<file path="config.mk">
export PLATFORM = sky130hd
export DESIGN_NAME = regfile_write_arbiter
export DESIGN_NICKNAME = d
export VERILOG_FILES = /design/src/rtl/regfile_write_arbiter.sv
export SDC_FILE = /design/constraint.sdc
export NUM_CORES = 1
export LEC_CHECK = 0
export CORE_MARGIN = 10
export CORE_UTILIZATION = 30
export DETAILED_ROUTE_END_ITERATION = 12
export DONT_BUFFER_PORTS = 1
export HOLD_SLACK_MARGIN = 0.1
export PLACE_DENSITY_LB_ADDON = 0.05
export SLEW_MARGIN = 10
export SYNTH_ARGS = -nofsm -noshare
export SYNTH_HDL_FRONTEND = slang
export SYNTH_SLANG_ARGS = --single-unit
</file>
<file path="constraint.sdc">
create_clock -name clock -period 3.36 [get_ports clock]
set_clock_uncertainty 0.1 [all_clocks]
set_input_delay 0.168 -clock clock [delete_from_list [all_inputs] [get_ports clock]]
set_output_delay 0.168 -clock clock [all_outputs]
set_load 0.01 [all_outputs]
</file>
<file path="src/rtl/regfile_write_arbiter.sv">
// Round-robin arbiter sharing one register-file write port among NUM_REQ requesters,
// with a registered write stage and read-after-write hazard flags for the write in flight.
module regfile_write_arbiter #(
  parameter int unsigned NUM_REQ = 4,
  parameter int unsigned AW      = 5,
  parameter int unsigned DW      = 32,
  parameter bit          DROP_R0 = 1'b1,
  localparam int unsigned IDW    = $clog2(NUM_REQ)
) (
  input  logic                  clock,
  input  logic                  reset,
  input  logic                  hold,
  input  logic [NUM_REQ-1:0]    req_valid,
  input  logic [NUM_REQ*AW-1:0] req_addr,
  input  logic [NUM_REQ*DW-1:0] req_data,
  output logic [NUM_REQ-1:0]    req_ready,
  output logic                  regwrite,
  output logic [AW-1:0]         write_reg,
  output logic [DW-1:0]         write_data,
  input  logic [AW-1:0]         read_reg_num1,
  input  logic [AW-1:0]         read_reg_num2,
  output logic                  raw_hazard1,
  output logic                  raw_hazard2,
  output logic [IDW-1:0]        grant_id
);

  logic [IDW-1:0] r_ptr;
  logic           r_regwrite;
  logic [AW-1:0]  r_write_reg;
  logic [DW-1:0]  r_write_data;
  logic [IDW-1:0] r_grant_id;

  logic [IDW:0]   w_pick;
  logic           w_grant;
  logic [IDW-1:0] w_idx;
  logic [IDW-1:0] w_next_ptr;
  logic [AW-1:0]  w_addr;
  logic [DW-1:0]  w_data;
  logic           w_drop;
  logic           w_r0_mask;

  // Returns {found, index} of the first valid requester at or after the pointer.
  function automatic logic [IDW:0] f_pick(input logic [NUM_REQ-1:0] v,
                                          input logic [IDW-1:0]     p);
    logic [IDW:0] res;
    int unsigned  c;
    res = '0;
    for (int k = NUM_REQ - 1; k >= 0; k--) begin
      c = (int'(p) + k) % NUM_REQ;
      if (v[c]) res = {1'b1, IDW'(c)};
    end
    return res;
  endfunction

  always_comb begin
    w_pick     = f_pick(req_valid, r_ptr);
    w_grant    = w_pick[IDW] & ~hold & reset;
    w_idx      = w_pick[IDW-1:0];
    w_next_ptr = (w_idx == IDW'(NUM_REQ - 1)) ? '0 : w_idx + 1'b1;
    w_addr     = req_addr[w_idx*AW +: AW];
    w_data     = req_data[w_idx*DW +: DW];
    w_drop     = DROP_R0 && (w_addr == '0);
    req_ready  = w_grant ? (NUM_REQ'(1) << w_idx) : '0;
  end

  always_ff @(posedge clock or negedge reset) begin
    if (!reset) begin
      r_ptr        <= '0;
      r_regwrite   <= 1'b0;
      r_write_reg  <= '0;
      r_write_data <= '0;
      r_grant_id   <= '0;
    end else begin
      r_regwrite <= w_grant & ~w_drop;
      if (w_grant) r_ptr <= w_next_ptr;
      // Dropped r0 writes are consumed but leave the visible write stage untouched.
      if (w_grant && !w_drop) begin
        r_write_reg  <= w_addr;
        r_write_data <= w_data;
        r_grant_id   <= w_idx;
      end
    end
  end

  assign w_r0_mask   = DROP_R0 && (r_write_reg == '0);
  assign regwrite    = r_regwrite;
  assign write_reg   = r_write_reg;
  assign write_data  = r_write_data;
  assign grant_id    = r_grant_id;
  assign raw_hazard1 = r_regwrite && (r_write_reg == read_reg_num1) && !w_r0_mask;
  assign raw_hazard2 = r_regwrite && (r_write_reg == read_reg_num2) && !w_r0_mask;

endmodule

</file>
# Word level (Yosys, flattened, before mapping)
# Cells that the tools add are included.
totals:
  reg_bits: 42
  inputBits: 165
  out_inout_bits: 46
  wordCells: 48
classes:
  addsub: 4
  mul: 1
  magnitude_cmp: 4
  n_eq_ne: 3
  shifts: 3
  mux: 14
  bitwise: 5
  reduce_logical: 9
op_table:
  columns: ["op", "n"]
  rows:
  - ["$shiftx A128 B8 Y32", 1]
  - ["$shiftx A20 B6 Y5", 1]
  - ["$lt A2 B3 Y1 const B", 4]
  - ["$mux W3", 4]
  - ["$eq A5 B5 Y1", 2]
  - ["$logic_not A5 Y1", 2]
  - ["$bmux W1 S2", 4]
  - ["$logic_and A1 B1 Y1", 5]
  - ["$mul A2 B3 Y5 const B", 1]
  - ["$add A2 B1 Y2 const B", 2]
  - ["$add A2 B2 Y2 const B", 2]
  - ["$mux W1", 4]
  - ["$mux W4", 1]
  - ["$shl A1 B2 Y4 const A", 1]
  - ["$and A1 B1 Y1", 3]
  - ["$eq A2 B2 Y1 const B", 1]
  - ["$logic_not A1 Y1", 2]
  - ["$mux W2", 1]
  - ["$not A1 Y1", 2]

# Longest topological paths before layout
# Gate-level depths: netlist of run 1.
depth:
  depth_word: 12
  ltp_mapped: 11
  ltp_nobuf: 8

# Worst setup path before layout of run 1
# No wires, ideal clock.
synth_path:
  kind: "register to register"
  startpoint: "register r_ptr[1]"
  endpoint: "register r_grant_id[0] (netlist: grant_id[0])"
  arrival_ps: 2477
  required_time_ps: 3135
  slack_ps: 658
  path_stages_with_launch: 11
  path_buffers: 3
  cell_sequence: "dfrtp_1 > buf_4 > and3b_1 > o21a_1 > nor2_4 > mux2i_1 > mux2i_1 > o41a_1 > buf_6 > buf_6 > mux2_4"
synth_via:
  elab_chain_len: 12
  word_cells_on_any_way: 22
  classes_between: "add/sub: 3; mul: 1; shift: 1; mux: 12; bitwise: 2; reduce/logical: 3"
synth_rtl:
  columns: ["item", "line", "rtl"]
  rows:
  - ["start: declaration", "27", "logic [IDW-1:0] r_ptr;"]
  - ["start signal: assignment", "75", "if (w_grant) r_ptr <= w_next_ptr;"]
  - ["$add A2 B2 Y2", "49", "c = (int'(p) + k) % NUM_REQ;"]
  - ["$bmux W1 S2", "50", "if (v[c]) res = {1'b1, IDW'(c)};"]
  - ["$mux W1 (not written as such)", "50", null]
  - ["$mux W3 (3 in a row)", "50", null]
  - ["$mux W3 *", "50", null]
  - ["$mul A2 B3 Y5", "60", "w_addr = req_addr[w_idx*AW +: AW];"]
  - ["$shiftx A20 B6 Y5", "60", null]
  - ["$logic_not A5 Y1", "62", "w_drop = DROP_R0 && (w_addr == '0);"]
  - ["$logic_not A1 Y1", "77", "if (w_grant && !w_drop) begin"]
  - ["$logic_and A1 B1 Y1", "77", null]
  - ["end signal: assignment", "80", "r_grant_id <= w_idx;"]
  - ["end: declaration", "31", "logic [IDW-1:0] r_grant_id;"]
# Every way passes the cells marked *; elsewhere a longest branch is shown, timed or not. The select of a mux whose other input is x is not followed.
# A chain may end at the register's enable or synchronous reset.

# Final worst setup path of run 1
layout_path:
  startpoint: "register r_ptr[1]"
  endpoint: "register r_write_data[15] (netlist: write_data[15])"
layout_via:
  elab_chain_len: 12
  word_cells_on_any_way: 23
  classes_between: "add/sub: 3; mul: 1; shift: 2; mux: 12; bitwise: 2; reduce/logical: 3"
layout_rtl:
  columns: ["item", "line", "rtl"]
  rows:
  - ["$add A2 B2 Y2", "49", null]
  - ["$bmux W1 S2", "50", null]
  - ["$mux W1 (not written as such)", "50", null]
  - ["$mux W3 (3 in a row)", "50", null]
  - ["$mux W3 *", "50", null]
  - ["$mul A2 B3 Y5", "60", null]
  - ["$shiftx A20 B6 Y5", "60", null]
  - ["$logic_not A5 Y1", "62", null]
  - ["$logic_not A1 Y1", "77", null]
  - ["$logic_and A1 B1 Y1", "77", null]
  - ["end signal: assignment", "79", "r_write_data <= w_data;"]
  - ["end: declaration", "30", "logic [DW-1:0] r_write_data;"]
# Marks and branches as above.

==> out/results.ini, run 1 <==
[floorplanning]
io_pins=211
core_um2=10200
die_width_um=122
rows=37
initial_core_util=0.304
die_height_um=122
fp.dieArea_um2=14800

[synthesis]
avgSynthCellArea_um2=8.27
ys_async_sr_fraction=1.00
synth.distinct_cells=37
synth_flop_cell=dfrtp_1
synth_fp_nets=545
synthesis.area_um2=3110
syn_inst=376
ys_warn_count=0
ys_seq_area_frac=0.338
synth-edff-count=0
netlist_top_cells_area=dfrtp_1 34%, nand2_1 16%, mux2_4 7.7%, mux2_2 6.9%, a31oi_1 6.4%
synth_seq_cells=42
synth.top_cell.area_share=0.338
synth_top_cell_by_area=dfrtp_1

[setup_path]
r2r_start=r_ptr[1]$_DFFE_PN0P_
crit_fanout=22
critPathRequiredTime_ns=3.43
crit_type=register to register
cp.arrival_ns=3.03
critPathCaptureType=register
worstSetupStartpointType=register
crit_start=r_ptr[1]$_DFFE_PN0P_

[min_path]
hold_path.class=input port to register
hold_start=req_addr[1]

[grt]
met3_usage=0.0772
grt_pass1_wl_mm=16.5
use_met1=0.153
top_usage_layer=met2
track_usage=0.139
grt_start_max_net_pins=67
grt_util_met2=0.232
grt_antenna_before_repair=0
grt_pass1_vias=2892
grt-ovfl-total=0

[sta]
rsz0062_at_grt=no
final-max-slew-violation-count=0
fmax_ghz=0.338
min_period_over_period=0.881
setup_viol=0
period_minus_slack_ns=2.96
hold_viol_final=0
tns_ns=0
worst_pin_slew_ns=1.08
max-slew-margin-rel=0.278

[finish]
n_antenna_cell=0
drive_gt1_frac=0.157
area_growth_pct=8.04
fin_cells=505
regArea_um2=1050
nFillCells=1128
fin_nets=537
multi_input_area_um2=1910
largest_reg_flops=32

[detailed_routing]
drcViolationCount=0
drtIter0Drc=84
vias=2701
drt_wl_total_mm=11.0
wl_per_cell_um=21.8
viasPerCell=5.35
ant_nets=0
firstDrtPassIters=5

[clocking]
cts_sinks=42
clk_pin_slew_worst_paths_ns=0.08
postCtsSetupRepairBufs=0
cts_tree=built
cts_resized=0
cts-root-buf=clkbuf_8
htree_levels=2
clockBufferDepth=2
clk_latency_ns=0.28
ctsHoldBuffers=3
cts-buffers-inserted=5

[placement]
dp_hpwl_mm=8.64
dp.cells=494
port_buffers=0
gp_congestion=0.808

[power]
leakage_nw=1.51
cellPowerDensity_nw_per_um2=780
power.total_w=0.00262
irDropWorstVdd_uv=228

[run_status]
outcome=finished, final reports clean

[flow_run]
drv_cap=0

-- routing by layer --
layer | vias to the layer above | part of all wire | wire [µm]
met4 | 0 | 0.0071 | 78
li1 | 1289 | - | -
met5 | - | 0 | 0
met3 | 7 | 0.13 | 1470
met1 | 1277 | 0.38 | 4150
met2 | 128 | 0.48 | 5290
-- worst max-delay path, cell delays in order (launching register included) --
cell and delay, ns:
dfrtp_1 0.51, mux2i_1 0.17, a221oi_4 0.41, buf_4 0.36
mux2i_1 0.38, o41a_2 0.20, buf_4 0.32, mux2_2 0.38
-- cell usage in the layout, fill, tap and decap left out, drive strengths merged, types with 4 or more instances in the layout --
master,count
a31oi,32
and2,4
and3,32
buf,10
clkbuf,7
dfrtp,42
ha,4
inv,6
mux2,35
mux2i,10
nand2,129
nand3,12
o21ai,9
xnor2,6
xor2,4
-- metrics by stage --
stage          hold WS (ns)  area, µm²  setup slack (ns)  utilization
2_1_floorplan        -0.228       3110             0.658            -
3_3_place_gp         -0.225       3220             0.456        0.315
3_5_place_dp         -0.225       3220             0.381        0.315
4_1_cts               0.112       3360             0.338        0.328
5_1_grt               0.137       3360            0.0867        0.328
6_report              0.115       3360             0.398        0.328
-- Yosys cell counts (2+ instances only) --
cell type / count
a31oi_1: 32
buf_6: 3
mux2_4: 16
inv_1: 6
xnor2_1: 6
mux2_2: 19
o21ai_0: 8
clkbuf_1: 18
and3_1: 32
a21oi_1: 2
mux2i_1: 10
a22o_1: 3
nand2_1: 129
nor2_1: 2
o31ai_1: 2
and2_1: 4
nand3_1: 12
buf_1: 3
dfrtp_1: 42
ha_1: 4
nor4_1: 3
xor2_1: 4
buf_4: 2
-- cell type report --
cell class,count,area share
multi-input cells,301,0.569
flip-flops and latches,42,0.313
well taps,136,0.0506
repair buffers,12,0.0343
clock buffers,7,0.0257
inverters,6,0.00670
clock inverters,1,0.00149
-- cell families (layout without fill, tap and decap cells) --
kind of cell	after synthesis	after routing	share of synthesized area
AO/OA/AOI/OAI	53	53	0.116
buffers and inverters	33	26	0.0499
XOR/XNOR	10	10	0.0282
AND/OR/NAND/NOR	189	189	0.274
flip-flops	42	42	0.338
multiplexers	45	45	0.178
adder cells (fa/ha/maj)	4	4	0.0161
-- final timing paths --
path                       slack, ns  cells after the start                         end
max                             0.40                      7  write_data[15]$_DFFE_PN0P_
min                             0.12                      4    write_reg[1]$_DFFE_PN0P_
max reg2reg                     0.40                      7  write_data[15]$_DFFE_PN0P_
min reg2reg                     0.50                      1  write_data[24]$_DFFE_PN0P_
max in group asynchronous       2.64                      2   write_data[3]$_DFFE_PN0P_
min in group asynchronous       0.33                      2  write_data[11]$_DFFE_PN0P_
-- report_power, final --
group / switching [W] / leakage, nW / internal (W) / total [W]
clock: 0.000172 / 0.0482 / 0.000166 / 0.000338
sequential: 0.000365 / 0.494 / 0.000746 / 0.00111
combinational: 0.000599 / 0.973 / 0.000573 / 0.00117
total: 0.00114 / 1.51 / 0.00149 / 0.00262
No activity file was read; power rests on OpenSTA's default activity.
==> run 2: changes to the inputs <==
Settings changed: PLACE_DENSITY_LB_ADDON 0.05 to 0.12.
==> run 2 against run 1 <==
Clock-buffer cell count down 2. Global-route usage shrank 0.51 points. Sequential cell count did not move. Combinational power barely moved. Sequential power barely moved. Critical path depth down 2. Total power is 6.2% higher. Non-clock buffer count decreased by 1. Design area up 1.2%. Largest cell class unchanged.
==> out/results.ini, run 2 (same netlist as run 1, synthesis figures left out) <==
[power]
irDropWorstVdd_uv=278
leakage_nw=1.53
cellPowerDensity_nw_per_um2=818

[sta]
tns_ns=0
hold_viol_final=0
max-slew-margin-rel=0.298
min_period_over_period=0.893
whs_ns=0.119
final-max-slew-violation-count=0
fmax_ghz=0.333
rsz0062_at_grt=no
period_minus_slack_ns=3.00
worst_pin_slew_ns=1.05
setup_viol=0

[setup_path]
cp.arrival_ns=2.73
crit_type=register to primary output
r2r_slack_ns=0.45
crit_start=r_ptr[1]$_DFFE_PN0P_
r2r_start=r_ptr[1]$_DFFE_PN0P_
critPathCapture=req_ready[1]
crit_fanout=66
reg2reg_to=write_data[0]$_DFFE_PN0P_
reg2reg_depth=8
critPathRequiredTime_ns=3.09
critPathCaptureType=primary output
worstSetupStartpointType=register

[finish]
regArea_um2=1050
fin_nets=536
drive_gt1_frac=0.160
layout_commonest_cell=nand2_1
stdcell_area_um2=3400
utilization=0.333
multi_input_area_um2=1910
fin_cells=506
most-common-layout-cells=129 x nand2_1, 42 x dfrtp_1, 32 x and3_1, 32 x a31oi_1, 19 x mux2_2
largest_reg_flops=32
area_growth_pct=9.37
nFillCells=1085

[clocking]
cts-buffers-inserted=5
cts_sinks=42
clk_latency_ns=0.29
cts-root-buf=clkbuf_8
ctsHoldBuffers=2
clockBufferDepth=2
postCtsSetupRepairBufs=0
htree_levels=2
cts_resized=0
cts_tree=built
clk_pin_slew_worst_paths_ns=0.09

[run_status]
outcome=finished, final reports clean

[detailed_routing]
firstDrtPassIters=4
drt_wl_total_mm=10.7
wl_per_cell_um=21.2
ant_nets=0
vias=2686
viasPerCell=5.31
drtIter0Drc=134
drcViolationCount=0

[grt]
grt_antenna_before_repair=1
grt_pass1_wl_mm=15.8
track_usage=0.134
grt_pass1_vias=2823
grt-ovfl-total=0
grt_start_max_net_pins=67

[floorplanning]
die_width_um=122
fp.dieArea_um2=14800
die_height_um=122
core_um2=10200
rows=37
io_pins=211
initial_core_util=0.304

[placement]
placedInstanceArea_um2=3220
port_buffers=0
dp_hpwl_mm=8.43
dp.cells=494
gp_congestion=0.784

[min_path]
hold_path.class=input port to register
hold_start=req_addr[10]

[flow_run]
drv_cap=0

run 2: cell types whose count changed in the layout (fill, tap and decap cells not counted):
cell and delta:
bufinv_16 +2, diode_2 +2, dlygate4sd3_1 -1, clkbuf_8 -1, clkinv_4 +1, clkinv_2 -1, clkbuf_1 -1
run 2: routing by layer:
| metal | part of all wire | vias to the layer above | routed length, µm | global-route usage |
|---|---|---|---|---|
| met3 | 0.12 | 6 | 1300 | 0.0587 |
| li1 | - | 1283 | - | - |
| met5 | 0 | - | 0 | 0 |
| met1 | 0.39 | 1249 | 4190 | 0.162 |
| met2 | 0.47 | 148 | 5060 | 0.214 |
| met4 | 0.016 | 0 | 167 | 0.0335 |
run 2: worst max-delay path, stage by stage (launching register included):
cell and delay [ns]:
dfrtp_1 0.49, o221ai_1 0.51, nor2_4 0.16, inv_2 0.80, ha_1 0.27, and2_1 0.19
run 2: cell type report:
class | instances | area share
diodes | 2 | 0.00147
clock buffers | 5 | 0.0202
clock inverters | 3 | 0.0202
inverters | 6 | 0.00662
multi-input cells | 301 | 0.562
flip-flops and latches | 42 | 0.309
well taps | 136 | 0.0500
repair buffers | 11 | 0.0309
run 2: through the flow:
stage          total power [W]  setup slack [ns]
6_report               0.00278             0.360
5_1_grt                0.00300            0.0422
4_1_cts                0.00283             0.331
3_5_place_dp           0.00230             0.448
3_3_place_gp           0.00230             0.500
2_1_floorplan          0.00199             0.658
run 2: worst min path at each step:
stage                                       endpoint  slack [ns]  cells past startpoint
after global routing      write_data[15]$_DFFE_PN0P_        0.12                      3
after floorplan              grant_id[0]$_DFFE_PN0P_       -0.23                      0
after CTS                 write_data[17]$_DFFE_PN0P_        0.10                      3
after global placement     write_data[9]$_DFFE_PN0P_       -0.23                      0
final                       write_reg[0]$_DFFE_PN0P_        0.12                      4
after detailed placement   write_data[9]$_DFFE_PN0P_       -0.23                      0
run 2: report_power, final:
group          total, W  switching [W]  internal (W)
clock          0.000496       0.000198      0.000298
sequential      0.00112       0.000371      0.000746
combinational   0.00117       0.000600      0.000573
total           0.00278        0.00117       0.00162
==> run 3: changes to the inputs <==
Settings changed: CELL_PAD_IN_SITES_DETAIL_PLACEMENT from default to 1, CELL_PAD_IN_SITES_GLOBAL_PLACEMENT from default to 1, CTS_CLUSTER_DIAMETER from default to 40.
==> run 3 against run 2 <==
Register-to-register slack worse by 0.11 ns. Core utilization is 0.32 points higher. Non-clock buffer count rose by 3. Combinational power barely moved. Critical path depth is 2 higher. Total power is 1.2% higher.
==> out/results.ini, run 3 (same netlist as run 1, synthesis figures left out) <==
[clocking]
clockBufferDepth=2
htree_levels=2
cts-buffers-inserted=5
cts_tree=built
postCtsSetupRepairBufs=0
clk_pin_slew_worst_paths_ns=0.08
cts-root-buf=clkbuf_8
clk_latency_ns=0.29
cts_sinks=42

[grt]
track_usage=0.145
grt-ovfl-total=0
grt_pass1_wl_mm=17.2
grt_pass1_vias=3006
grt_antenna_before_repair=0
grt_start_max_net_pins=67

[detailed_routing]
drcViolationCount=0
vias=2709
drtIter0Drc=89
wl_per_cell_um=22.7
drt_wl_total_mm=11.5
viasPerCell=5.34
firstDrtPassIters=4
ant_nets=0

[sta]
max-slew-margin-rel=0.430
rsz0062_at_grt=no
setup_viol=0
final-max-slew-violation-count=0
fmax_ghz=0.331
hold_viol_final=0
worst_pin_slew_ns=0.851
tns_ns=0
period_minus_slack_ns=3.02
min_period_over_period=0.899

[finish]
fin_nets=539
regArea_um2=1050
drive_gt1_frac=0.159
most-common-layout-cells=129 x nand2_1, 42 x dfrtp_1, 32 x and3_1, 32 x a31oi_1, 19 x mux2_2
nFillCells=1220
multi_input_area_um2=1910
area_growth_pct=10.4
n_antenna_cell=0
stdcell_area_um2=3430
layout_commonest_cell=nand2_1
fin_cells=507
largest_reg_flops=32

[placement]
port_buffers=0
placedInstanceArea_um2=3220
gp_congestion=0.833
dp.cells=494
dp_hpwl_mm=9.06

[setup_path]
critPathCaptureType=register
reg2reg_depth=7
worstSetupStartpointType=register
crit_fanout=21
crit_type=register to register
crit_path_max_incr_delay_ns=0.55
r2r_slack_ns=0.34
path_buf_inv=1
critPathRequiredTime_ns=3.43
crit_family=compound AO/OA/AOI/OAI gates
r2r_start=r_ptr[1]$_DFFE_PN0P_
reg2reg_to=write_data[2]$_DFFE_PN0P_
cp.arrival_ns=3.09
path_cells=mux2i_1, a221oi_4, nand3_1, a22o_1, o41a_2, buf_4, mux2_4
crit_slowest_cell=a221oi_4

[power]
leakage_nw=1.55
irDropWorstVdd_uv=292
cellPowerDensity_nw_per_um2=821

[min_path]
hold_end=write_data[19]$_DFFE_PN0P_
hold_start=req_data[51]
hold_depth=3
hold_path.class=input port to register

[floorplanning]
die_height_um=122
die_width_um=122
initial_core_util=0.304
rows=37
fp.dieArea_um2=14800
io_pins=211
core_um2=10200

[flow_run]
drv_cap=0

[run_status]
outcome=finished, final reports clean

==> run 3: cell count changes in the layout (fill, tap and decap cells not counted) <==
cell	before	now
clkbuf_8	5	6
dlygate4sd3_1	1	4
inv_2	1	0
clkinv_4	1	0
diode_2	2	0
inv_4	0	1
==> run 3: cell type report <==
cell class                 instances  area share
timing repair buffer              14      0.0393
clock inverter                     2      0.0175
sequential                        42       0.306
tap                              136      0.0495
multi-input combinational        301       0.556
clock buffer                       6      0.0240
inverter                           6     0.00729
==> run 3: worst reg2reg max path, cell delays in order (launching register included) <==
cell,delay (ns)
dfrtp_1,0.52
mux2i_1,0.17
a221oi_4,0.55
nand3_1,0.17
a22o_1,0.30
o41a_2,0.48
buf_4,0.26
mux2_4,0.35
==> run 3: worst max-delay path by stage <==
stage / startpoint / endpoint / cells after the start / slack (ns)
after floorplan: r_ptr[1]$_DFFE_PN0P_ / grant_id[0]$_DFFE_PN0P_ / 10 / 0.66
after global placement: r_ptr[1]$_DFFE_PN0P_ / write_data[18]$_DFFE_PN0P_ / 8 / 0.45
after detailed placement: r_ptr[1]$_DFFE_PN0P_ / write_data[2]$_DFFE_PN0P_ / 8 / 0.33
after CTS: r_ptr[1]$_DFFE_PN0P_ / req_ready[1] / 6 / 0.15
after global routing: r_ptr[1]$_DFFE_PN0P_ / write_data[2]$_DFFE_PN0P_ / 8 / 0.16
final: r_ptr[1]$_DFFE_PN0P_ / write_data[2]$_DFFE_PN0P_ / 7 / 0.34
==> run 3: metrics by stage <==
stage | setup slack (ns) | utilization | hold slack (ns) | power (W)
floorplan | 0.658 | - | -0.228 | 0.00199
finish | 0.339 | 0.336 | 0.114 | 0.00282
detailed placement | 0.334 | 0.315 | -0.226 | 0.00234
CTS | 0.146 | 0.335 | 0.104 | 0.00288
global placement | 0.450 | 0.315 | -0.226 | 0.00231
global route | 0.164 | 0.336 | 0.132 | 0.00307
==> run 3: power breakdown <==
| part | switching, W | total (W) | internal, W |
|---|---|---|---|
| clock network | 0.000179 | 0.000496 | 0.000317 |
| logic | 0.000616 | 0.00120 | 0.000582 |
| registers | 0.000378 | 0.00112 | 0.000746 |
| total | 0.00117 | 0.00282 | 0.00164 |
==> run 3: metal layers <==
layer | up-vias | GRT usage | share of wire | wire length (µm)
li1 | 1290 | - | - | -
met1 | 1277 | 0.175 | 0.40 | 4630
met2 | 136 | 0.235 | 0.47 | 5410
met3 | 6 | 0.0661 | 0.12 | 1360
met4 | 0 | 0.0283 | 0.0094 | 108
met5 | - | 0 | 0 | 0
==> run 3: timing repair <==
item / 4_1_cts / 5_1_grt
gates resized for setup: 0 / 2
hold buffers: 5 / 0
hold endpoints to repair: 46 / 0
setup endpoints to repair: 0 / 2
